**config.mk**
```make
export PLATFORM = sky130hd
export DESIGN_NAME = seq_restoring_divider_flat
export DESIGN_NICKNAME = d
export VERILOG_FILES = /design/src/rtl/div_pkg.sv /design/src/rtl/div_if.sv /design/src/rtl/div_step.sv /design/src/rtl/seq_restoring_divider.sv /design/src/flat_wrapper.sv
export SDC_FILE = /design/constraint.sdc
export NUM_CORES = 1
export LEC_CHECK = 0
export CORE_MARGIN = 3
export CORE_UTILIZATION = 30
export CTS_BUF_LIST = sky130_fd_sc_hd__clkbuf_16
export DETAILED_ROUTE_END_ITERATION = 8
export PLACE_DENSITY = 0.52
export SLEW_MARGIN = 20
export SYNTH_ARGS = -nofsm -noshare
export SYNTH_HDL_FRONTEND = slang
export SYNTH_SLANG_ARGS = --single-unit
```
**constraint.sdc**
```tcl
create_clock -name clk -period 2.4 [get_ports clk]
set_clock_uncertainty 0.15 [all_clocks]
set_input_delay 0.48 -clock clk [delete_from_list [all_inputs] [get_ports clk]]
set_output_delay 0.48 -clock clk [all_outputs]
set_load 0.005 [all_outputs]
```
**src/rtl/div_pkg.sv**
```systemverilog
// Shared types and constants for the sequential restoring divider.
// States, the all-ones quotient returned on divide-by-zero, and the step-counter width.
package div_pkg;

    typedef enum logic [1:0] {
        IDLE,
        RUN,
        DONE
    } div_state_t;

    localparam int DIV_WIDTH = 8;

    localparam logic DIV_QUOT_FILL = 1'b1;
    localparam logic [DIV_WIDTH-1:0] DIV_QUOT_ON_ZERO = {DIV_WIDTH{DIV_QUOT_FILL}};

    // The counter must hold the value WIDTH itself, hence WIDTH+1.
    function automatic int div_cnt_width(input int width);
        return $clog2(width + 1);
    endfunction

    localparam int DIV_CNT_W = div_cnt_width(DIV_WIDTH);

endpackage

```
**src/rtl/div_if.sv**
```systemverilog
// Start/busy/done handshake and operand/result bus of the divider.
// master drives operands and start; slave (the divider) returns status and results.
interface div_if #(
    parameter int WIDTH = div_pkg::DIV_WIDTH
);

    logic             start;
    logic [WIDTH-1:0] dividend;
    logic [WIDTH-1:0] divisor;
    logic             busy;
    logic             done;
    logic [WIDTH-1:0] quotient;
    logic [WIDTH-1:0] remainder;
    logic             div_by_zero;

    modport master (
        output start, dividend, divisor,
        input  busy, done, quotient, remainder, div_by_zero
    );

    modport slave (
        input  start, dividend, divisor,
        output busy, done, quotient, remainder, div_by_zero
    );

endinterface

```
**src/rtl/div_step.sv**
```systemverilog
// One combinational restoring-division step: shift in the next dividend bit,
// then compare/subtract against the divisor on a WIDTH+1-bit datapath.
module div_step #(
    parameter int WIDTH = 8
) (
    input  logic [WIDTH-1:0] p_in,
    input  logic             d_msb,
    input  logic [WIDTH-1:0] divisor,
    output logic [WIDTH-1:0] p_out,
    output logic             q_bit
);

    logic [WIDTH:0] shifted;
    logic [WIDTH:0] divisor_ext;

    // p_in < divisor is invariant, so the shifted value needs one extra bit
    // but the difference always fits back into WIDTH bits.
    always_comb begin
        shifted     = {p_in, d_msb};
        divisor_ext = {1'b0, divisor};
        q_bit       = (shifted >= divisor_ext);
        p_out       = q_bit ? WIDTH'(shifted - divisor_ext) : shifted[WIDTH-1:0];
    end

endmodule

```
**src/rtl/seq_restoring_divider.sv**
```systemverilog
// Multi-cycle unsigned restoring divider, one quotient bit per clock, start/busy/done handshake.
// Define DIVIDER_EARLY_TERM_EN to finish immediately when dividend < divisor.
module seq_restoring_divider
    import div_pkg::*;
#(
    parameter int WIDTH = DIV_WIDTH
) (
    input  logic  clk,
    input  logic  rst_n,
    div_if.slave  bus
);

    localparam int CNT_W = div_cnt_width(WIDTH);

    div_state_t       state_q, state_d;
    logic [CNT_W-1:0] cnt_q, cnt_d;
    logic [WIDTH-1:0] p_q, p_d;
    logic [WIDTH-1:0] d_q, d_d;
    logic [WIDTH-1:0] divisor_q, divisor_d;
    logic [WIDTH-1:0] quotient_q, quotient_d;
    logic [WIDTH-1:0] remainder_q, remainder_d;
    logic             dbz_q, dbz_d;

    logic [WIDTH-1:0] step_p;
    logic             step_q_bit;

    div_step #(
        .WIDTH (WIDTH)
    ) u_step (
        .p_in    (p_q),
        .d_msb   (d_q[WIDTH-1]),
        .divisor (divisor_q),
        .p_out   (step_p),
        .q_bit   (step_q_bit)
    );

    always_ff @(posedge clk) begin
        if (!rst_n) begin
            state_q     <= IDLE;
            cnt_q       <= '0;
            p_q         <= '0;
            d_q         <= '0;
            divisor_q   <= '0;
            quotient_q  <= '0;
            remainder_q <= '0;
            dbz_q       <= 1'b0;
        end else begin
            state_q     <= state_d;
            cnt_q       <= cnt_d;
            p_q         <= p_d;
            d_q         <= d_d;
            divisor_q   <= divisor_d;
            quotient_q  <= quotient_d;
            remainder_q <= remainder_d;
            dbz_q       <= dbz_d;
        end
    end

    // d_q doubles as the quotient shift register: dividend bits leave at the top
    // while quotient bits enter at the bottom.
    always_comb begin
        state_d     = state_q;
        cnt_d       = cnt_q;
        p_d         = p_q;
        d_d         = d_q;
        divisor_d   = divisor_q;
        quotient_d  = quotient_q;
        remainder_d = remainder_q;
        dbz_d       = dbz_q;

        unique case (state_q)
            IDLE: begin
                if (bus.start) begin
                    d_d       = bus.dividend;
                    divisor_d = bus.divisor;
                    p_d       = '0;
                    cnt_d     = CNT_W'(WIDTH);
                    if (bus.divisor == '0) begin
                        state_d     = DONE;
                        quotient_d  = {WIDTH{DIV_QUOT_FILL}};
                        remainder_d = bus.dividend;
                        dbz_d       = 1'b1;
                    end
`ifdef DIVIDER_EARLY_TERM_EN
                    else if (bus.dividend < bus.divisor) begin
                        state_d     = DONE;
                        quotient_d  = '0;
                        remainder_d = bus.dividend;
                        dbz_d       = 1'b0;
                    end
`endif
                    else begin
                        state_d = RUN;
                    end
                end
            end
            RUN: begin
                p_d   = step_p;
                d_d   = {d_q[WIDTH-2:0], step_q_bit};
                cnt_d = cnt_q - CNT_W'(1);
                if (cnt_q == CNT_W'(1)) begin
                    state_d     = DONE;
                    quotient_d  = {d_q[WIDTH-2:0], step_q_bit};
                    remainder_d = step_p;
                    dbz_d       = 1'b0;
                end
            end
            DONE: begin
                state_d = IDLE;
            end
            default: begin
                state_d = IDLE;
            end
        endcase
    end

    assign bus.busy        = (state_q != IDLE);
    assign bus.done        = (state_q == DONE);
    assign bus.quotient    = quotient_q;
    assign bus.remainder   = remainder_q;
    assign bus.div_by_zero = dbz_q;

endmodule

```
**src/flat_wrapper.sv**
```systemverilog
// flat-port wrapper written by rule: the top's interface ports become plain ports
module seq_restoring_divider_flat import div_pkg::*;
#(
    parameter int WIDTH = DIV_WIDTH
)
  (clk, rst_n, bus_start, bus_dividend, bus_divisor, bus_busy, bus_done, bus_quotient, bus_remainder, bus_div_by_zero);
  div_if #(.WIDTH(WIDTH)) bus_i ();
  input  logic clk;
  input  logic rst_n;
  input wire logic [$bits(bus_i.start)-1:0] bus_start;
  input wire logic [$bits(bus_i.dividend)-1:0] bus_dividend;
  input wire logic [$bits(bus_i.divisor)-1:0] bus_divisor;
  output wire logic [$bits(bus_i.busy)-1:0] bus_busy;
  output wire logic [$bits(bus_i.done)-1:0] bus_done;
  output wire logic [$bits(bus_i.quotient)-1:0] bus_quotient;
  output wire logic [$bits(bus_i.remainder)-1:0] bus_remainder;
  output wire logic [$bits(bus_i.div_by_zero)-1:0] bus_div_by_zero;
  assign bus_i.start = bus_start;
  assign bus_i.dividend = bus_dividend;
  assign bus_i.divisor = bus_divisor;
  assign bus_busy = bus_i.busy;
  assign bus_done = bus_i.done;
  assign bus_quotient = bus_i.quotient;
  assign bus_remainder = bus_i.remainder;
  assign bus_div_by_zero = bus_i.div_by_zero;
  seq_restoring_divider #(.WIDTH(WIDTH)) u_core (.clk(clk), .rst_n(rst_n), .bus(bus_i));
endmodule
```
==> summary.md, run 1 <==
| Metric | Value |
|---|---|
| Status | complete, no violations |
| Cts hold-fix bufs | 0 |
| Hold Path Origin | u_core.divisor_q[3]$_SDFFE_PN0P_ |
| Rel. slew slack | 67.4% |
| Residual DRC | 0 |
| Vias in the first global route | roughly 2400 |
| Layout area overhead | 37.9% |
| CP max stage delay | approximately 0.48 ns |
| Max Slew Vio Count | 0 |
| Initial Util | 31.7% |
| Seq/Total Area, Yosys | 37.7% |
| Rows | 32 |
| TritonCTS Sinks | 47 |
| #FFs+latches synth | 47 |
| Arr. time, crit path | 2.35 ns |
| Post-DP HPWL | 4770 um |
| Synth cell count leaders | dfxtp_1 (47), nand2_1 (43), nor2_1 (24), inv_1 (18) |
| Internal power component | between 1500 and 2000 uW |
| CP Capture Type | register |
| Post-synth EDFFs | 0 |
| Drt wl/cell | about 15 um |
| Ports | 38 |
| Ant. Diodes | 0 |
| Sw frac | 35.3% |
| CTS Buf Count | 5 |
| Clk pwr share | approximately 28% |
| Power per cell area | roughly 860 nW/um^2 |
| Vias per cell | 5.23 |
| Largest net degree at the start of global routing | 41 |
| Comb pwr share | 40.1% |
| CP startpoint | bus_divisor[6] |
| CTS Root Cell | clkbuf_16 |
| Global-route wire length before repair | 11500 um |
| CP top delay family | buffers and inverters |
| Core Box Area | between 7000 and 8000 sq um |
| Cell Area, Synth | about 2500 sq um |
| Fin crit period | 2.34 ns |
| Unrepaired setup endpoints after global routing | no |
| DP Area | 3130 sq um |
| Pre-Repair DR Iteration Count | 4 |
| Layout cells sized above 1 | between 15 and 20% |
| Sw Pwr | 1040 uW |
| # setup viols final | 0 |
| Detailed-route via count | 2462 |
| Library cell with the largest summed area after synthesis | dfxtp_1 |
| RR Startpoint | u_core.d_q[7]$_SDFFE_PN0P_ |
| Top_reg_cell synth | dfxtp_1 |
| Flop pwr share | between 30% and 40% |
| Final Cell Area | 3450 sq um |
| GRT Residual Overflow | 0 |
| Starting DRC count in detailed routing | roughly 150 |
| Post-route ant nets | 0 |
| Top post-synthesis cells by area | dfxtp_1 (38%), nand2_1 (6.5%), ha_1 (5.0%) |
| Gpl congestion | 0.769 |
| Crit-path slowest cell | or4_4 |
| Die width | between 90 and 100 um |
| Worst-path cell chain | dlygate4sd2_1, or4_4, o31a_1, buf_4, nor3_4, buf_6, buf_12, mux2i_2, o32ai_2 |
| Setup TNS | 0 ns |
| Crit Path Max Fanout | 5 |
| PortBufs | 37 |
| Total track usage | 14.8% |
| Height of the die | between 90 and 100 um |
| Least-Margin Pin Slew | between 0.4 and 0.5 ns |
| Critical path class | primary input to register |
| Netlist cell types | 47 |
| Synthesized area per cell | 7.91 sq um |
| LEAKAGE | 0.00128 uW |
| Final WL | 7150 um |
| Synth async-reset ratio | 0% |
| Die area | 9460 sq um |
| Max-Cap Viols | 0 |
| CP bufs+invs | 4 |
| Clock latency on the worst-skew pair | 0.29 ns |
| Initial antenna violation count | 0 |
| Peak supply drop | 0.352 mV |
| CP required | 2.41 ns |
| Worst setup SP type | primary input |
| # fillers | a little under 800 |
| Count leader, synth | dfxtp_1 |
| Cells after synthesis | 316 |
| H-tree levels | 2 |
| Max Freq | 427 MHz |
| Total Power | 2950 uW |
| CTS Buffer Depth | 2 |
| Final period util | just under 100% |
| Syn. warnings | 0 |
| CTS tree | done |
| Fin. Hold Viols | 0 |
| Final net count | 398 |
| Net Count, Synth | 346 |
| Min-delay worst type | register to register |
| Clock transition at path regs | 0.07 ns |
| Synth top area share | 37.7% |
## final cells by class
type	count	area (sq um)	share of cell area (%)
multi-input cells	226	1430	41.5
flip-flops and latches	47	941	27.3
inverters	19	71.3	2.07
well taps	102	128	3.70
repair buffers	69	702	20.4
clock inverters	3	47.5	1.38
clock buffers	5	125	3.63
## per-stage QoR
| step | cells | worst slack, ns | utilization (%) | hold WS, ns |
|---|---|---|---|---|
| finish | 471 | 0.0576 | 43.7 | 0.307 |
| global route | 471 | 0.00317 | 43.7 | 0.343 |
| CTS | 467 | 0.00173 | 42.3 | 0.309 |
| detailed placement | 458 | -0.501 | 39.7 | 0.300 |
| global placement | 458 | -0.475 | 39.7 | 0.295 |
| floorplan | 316 | 0.0308 | - | 0.286 |
## what timing repair did
item	CTS	global route
setup endpoints to repair	18	10
pin swaps	5	6
buffers inserted	0	2
resized for setup	12	12
cloned	1	2
## per-layer routing
layer  part of all wire [%]  track usage [%]
met4                    2.0             5.01
met2                     45             23.3
met5                      0                0
met3                    4.9             2.94
met1                     48             20.4
## final timing paths
path                                           to  slack (ns)  depth (start not counted)
max          u_core.bus.remainder[3]$_SDFFE_PN0P_        0.06                          9
min              u_core.divisor_q[3]$_SDFFE_PN0P_        0.31                          2
max reg2reg            u_core.p_q[6]$_SDFFE_PN0P_        0.10                          9
min reg2reg      u_core.divisor_q[3]$_SDFFE_PN0P_        0.31                          2
## worst reg2reg max path, cell delays in order (launching register included)
cell	delay, ns
dfxtp_1	0.36
inv_1	0.06
ha_1	0.23
fa_1	0.38
nand2b_1	0.20
a21oi_2	0.19
o31ai_1	0.09
a311oi_2	0.30
buf_4	0.18
nor3_1	0.04
## registers in the layout, indices dropped and copies added (netlist names)
name / count
u_core.bus.quotient: 8
u_core.bus.remainder: 8
u_core.d_q: 8
u_core.divisor_q: 8
u_core.p_q: 8
u_core.cnt_q: 4
u_core.state_q: 2
u_core.bus.div_by_zero: 1
## cells in the final DEF (no fill, tap or decap), types with 7 or more instances in the layout
cell type        instances
buf_4                   25
nor2_1                  24
a21oi_1                 16
clkbuf_16                7
o21ai_0                 17
inv_1                   18
nor3_1                  14
dfxtp_1                 47
o21a_1                   8
ha_1                    10
nand2_1                 43
nand3_1                  9
a31oi_1                 11
a211oi_1                16
clkdlybuf4s50_1         29
## kinds of logic (layout without fill, tap and decap cells)
group	count (synthesis)	in the layout	synth area share, %
multiplexers	1	1	0.401
flip-flops	47	47	37.7
buffers and inverters	43	96	6.96
AO/OA/AOI/OAI	95	95	26.0
adder cells (fa/ha/maj)	11	11	5.81
XOR/XNOR	2	2	0.701
AND/OR/NAND/NOR	117	117	22.5
## power by group through the flow
stage,registers (uW),clock network [uW],logic (uW)
2_1_floorplan,945,0,705
3_3_place_gp,963,0,1090
3_5_place_dp,963,0,1100
4_1_cts,946,841,1130
5_1_grt,960,862,1310
6_report,947,820,1180
Power figures use the tool's default switching activity.
==> inputs of run 2 (changes only) <==
- GPL_TIMING_DRIVEN: unset -> 0
- SYNTH_HIERARCHICAL: unset -> 1
==> summary.md, run 2 <==
| Metric | Value |
|---|---|
| Cts hold-fix bufs | 0 (unchanged) |
| Layout cells sized above 1 | 26.5% (+9.7 points) |
| Layout area overhead | 38.2% |
| Crit-path slowest cell | fa_2 |
| Synth top area share | 37.1% (-0.58 points) |
| Sw Pwr | 887 uW (-15%) |
| Final worst slack | -0.0340 ns (-0.0916 ns) |
| Fin crit period | 2.43 ns (+0.0916 ns) |
| CP bufs+invs | 1 (-3) |
| Library cell with the largest summed area after synthesis | dfxtp_1 |
| Failing checks | negative setup slack |
| Ports | 38 (unchanged) |
| H-tree levels | 2 (unchanged) |
| Global-route wire length before repair | 11200 um (-3.0%) |
| Drt wl/cell | 15.9 um (+4.7%) |
| Top post-synthesis cells by area | dfxtp_1 (37%), nand2_1 (7.8%), o211a_1 (6.7%) |
| Status | complete, but fails checks |
| CTS Root Cell | clkbuf_16 |
| Max Slew Vio Count | 0 (unchanged) |
| Gpl congestion | 0.799 (+3.8%) |
| CTS Buf Count | 5 (unchanged) |
| Arr. time, crit path | 2.47 ns (+0.12 ns) |
| Worst setup SP type | register |
| # setup viols final | 4 (+4) |
| Post-route ant nets | 0 (unchanged) |
| Seq/Total Area, Yosys | 37.1% (-0.58 points) |
| Cell Area, Synth | 2540 sq um (+1.6%) |
| Layout Utilization | 44.0% (+0.31 points) |
| Net Count, Synth | 306 (-12%) |
| Sw frac | 30.8% (-4.5 points) |
| Dpl ws | -0.222 ns (+0.279 ns) |
| LEAKAGE | 0.00149 uW (+17%) |
| Syn. warnings | 6 (+6) |
| Min-delay worst type | register to register |
| Final net count | 366 (-8.0%) |
| Initial Util | 31.8% (+0.17 points) |
| Largest net degree at the start of global routing | 15 (-63%) |
| Pre-Repair DR Iteration Count | 4 (unchanged) |
| Peak supply drop | 0.344 mV (-2.3%) |
| Clk pwr share | 27.3% (-0.5 points) |
| Comb pwr share | 40.7% (+0.6 points) |
| Top_reg_cell synth | dfxtp_1 |
| CP max stage delay | 0.37 ns (-0.11 ns) |
| Total Power | 2880 uW (-2.3%) |
| Fin. Hold Viols | 0 (unchanged) |
| Flop pwr share | 32.1% (about the same) |
| Commonest non-fill, non-tap cell in the layout | nand2_1 |
| Final WL | 6960 um (-2.7%) |
| Max-Cap Viols | 0 (unchanged) |
| CP top delay family | compound AO/OA/AOI/OAI gates |
| Cells after synthesis | 276 (-13%) |
| TritonCTS Sinks | 47 (unchanged) |
| CTS Buffer Depth | 2 (unchanged) |
| Detailed-route via count | 2204 (-10%) |
| Rel. slew slack | 55.3% (-12 points) |
| Synth async-reset ratio | 0% (unchanged) |
| Max Freq | 411 MHz (-3.8%) |
| Die width | 98.0 um (+0.72%) |
| Unrepaired setup endpoints after global routing | yes |
| Synthesized area per cell | 9.19 sq um (+16%) |
| #FFs+latches synth | 47 (unchanged) |
| Post-synth EDFFs | 0 (unchanged) |
| Post-DP HPWL | 4860 um (+1.9%) |
| Die area | 9600 sq um (+1.5%) |
| Height of the die | 98.0 um (+0.72%) |
| Core Box Area | 7970 sq um (+1.0%) |
| CP Capture Type | register |
| Worst-path cell chain | inv_2, ha_4, fa_2, nor2b_2, o31a_1, nor4_1, a311o_1, mux2_4, nand2_2, nand4_1, o211a_1 |
| Clock latency on the worst-skew pair | 0.29 ns (about the same) |
| CTS tree | done |
| Vias in the first global route | 2194 (-6.7%) |
| PortBufs | 36 (-2.7%) |
| CP required | 2.43 ns (+0.02 ns) |
| Least-Margin Pin Slew | 0.668 ns (+0.179 ns) |
| Starting DRC count in detailed routing | 87 (-40%) |
| Most frequent cells in the layout | nand2_1 (49), clkdlybuf4s50_1 (36), dfxtp_1 (36) |
| Internal power component | 1990 uW (+4.5%) |
| Initial antenna violation count | 0 (unchanged) |
| Count leader, synth | nand2_1 |
| Rows | 32 (unchanged) |
| Power per cell area | 822 nW/um^2 (-4.0%) |
| GRT Residual Overflow | 0 (unchanged) |
| Netlist cell types | 48 (+2.1%) |
| Final period util | 101% (+3.8 points) |
| Synth cell count leaders | nand2_1 (53), dfxtp_1 (47), o211a_1 (17), inv_1 (14) |
| Clock transition at path regs | 0.06 ns (about the same) |
| Ant. Diodes | 0 (unchanged) |
| Crit Path Max Fanout | 2 (-3) |
| Critical path class | register to register |
| Total track usage | 14.4% (-0.39 points) |
| Vias per cell | 5.03 (-3.7%) |
| Residual DRC | 0 (unchanged) |
[run 2: area by class of cell]
class | instances | area [sq um]
timing repair buffer | 53 | 495
clock buffer | 5 | 125
clock inverter | 2 | 37.5
inverter | 14 | 52.6
sequential | 47 | 957
buffer | 18 | 115
multi-input combinational | 197 | 1600
tap | 102 | 128
fill | 780 | 4460
[run 2: power groups by stage]
stage          logic (uW)  clock network, uW  registers (uW)
2_1_floorplan         692                  0             916
3_3_place_gp          904                  0             930
3_5_place_dp          912                  0             930
4_1_cts              1050                803             920
5_1_grt              1270                831             934
6_report             1170                786             924
[run 2: per-stage QoR]
step	TNS (ns)	cell area [sq um]	hold WS (ns)	cells
5_1_grt	-0.720	3510	0.338	438
3_3_place_gp	-3.39	3030	0.306	414
6_report	-0.111	3510	0.314	438
3_5_place_dp	-3.96	3030	0.308	414
2_1_floorplan	0	2540	0.293	276
4_1_cts	-0.302	3350	0.317	431
[run 2: cell families after synthesis]
logic type,count (synthesis),synth area share [%]
multiplexers,8,4.34
AND/OR/NAND/NOR,108,21.2
AO/OA/AOI/OAI,65,23.4
flip-flops,47,37.1
buffers and inverters,32,6.61
adder cells (fa/ha/maj),11,5.72
XOR/XNOR,5,1.73
[run 2: per-layer routing]
layer / wire (um) / vias to the layer above / global-route usage, %
li1: - / 1104 / -
met1: 3270 / 1058 / 19.2
met2: 3380 / 37 / 23.4
met3: 205 / 5 / 2.64
met4: 106 / 0 / 5.11
met5: 0 / - / 0
[run 2: worst reg2reg max path, stage by stage, from the launching register on]
cell	delay, ns
dfxtp_2	0.34
inv_2	0.05
ha_4	0.16
fa_2	0.37
nor2b_2	0.14
o31a_1	0.18
nor4_1	0.06
a311o_1	0.28
mux2_4	0.29
nand2_2	0.06
nand4_1	0.10
o211a_1	0.14
[run 2: worst paths after layout]
kind / start / to / slack (ns) / cells after the start
setup / recovery: u_core/d_q[7]$_SDFFE_PN0P_ / u_core/bus.remainder[6]$_SDFFE_PN0P_ / -0.03 / 11
hold / removal: u_core/divisor_q[7]$_SDFFE_PN0P_ / u_core/divisor_q[7]$_SDFFE_PN0P_ / 0.31 / 2
setup reg to reg: u_core/d_q[7]$_SDFFE_PN0P_ / u_core/bus.remainder[6]$_SDFFE_PN0P_ / -0.03 / 11
hold reg to reg: u_core/divisor_q[7]$_SDFFE_PN0P_ / u_core/divisor_q[7]$_SDFFE_PN0P_ / 0.31 / 2
[run 2: repair_timing]
item / in CTS / in global routing
gates cloned: 1 / 0
setup buffers: 9 / 7
endpoints found under the setup margin: 16 / 17
resized for setup: 26 / 16
endpoints found under the hold margin: 0 / 0
pin swaps: 10 / 13
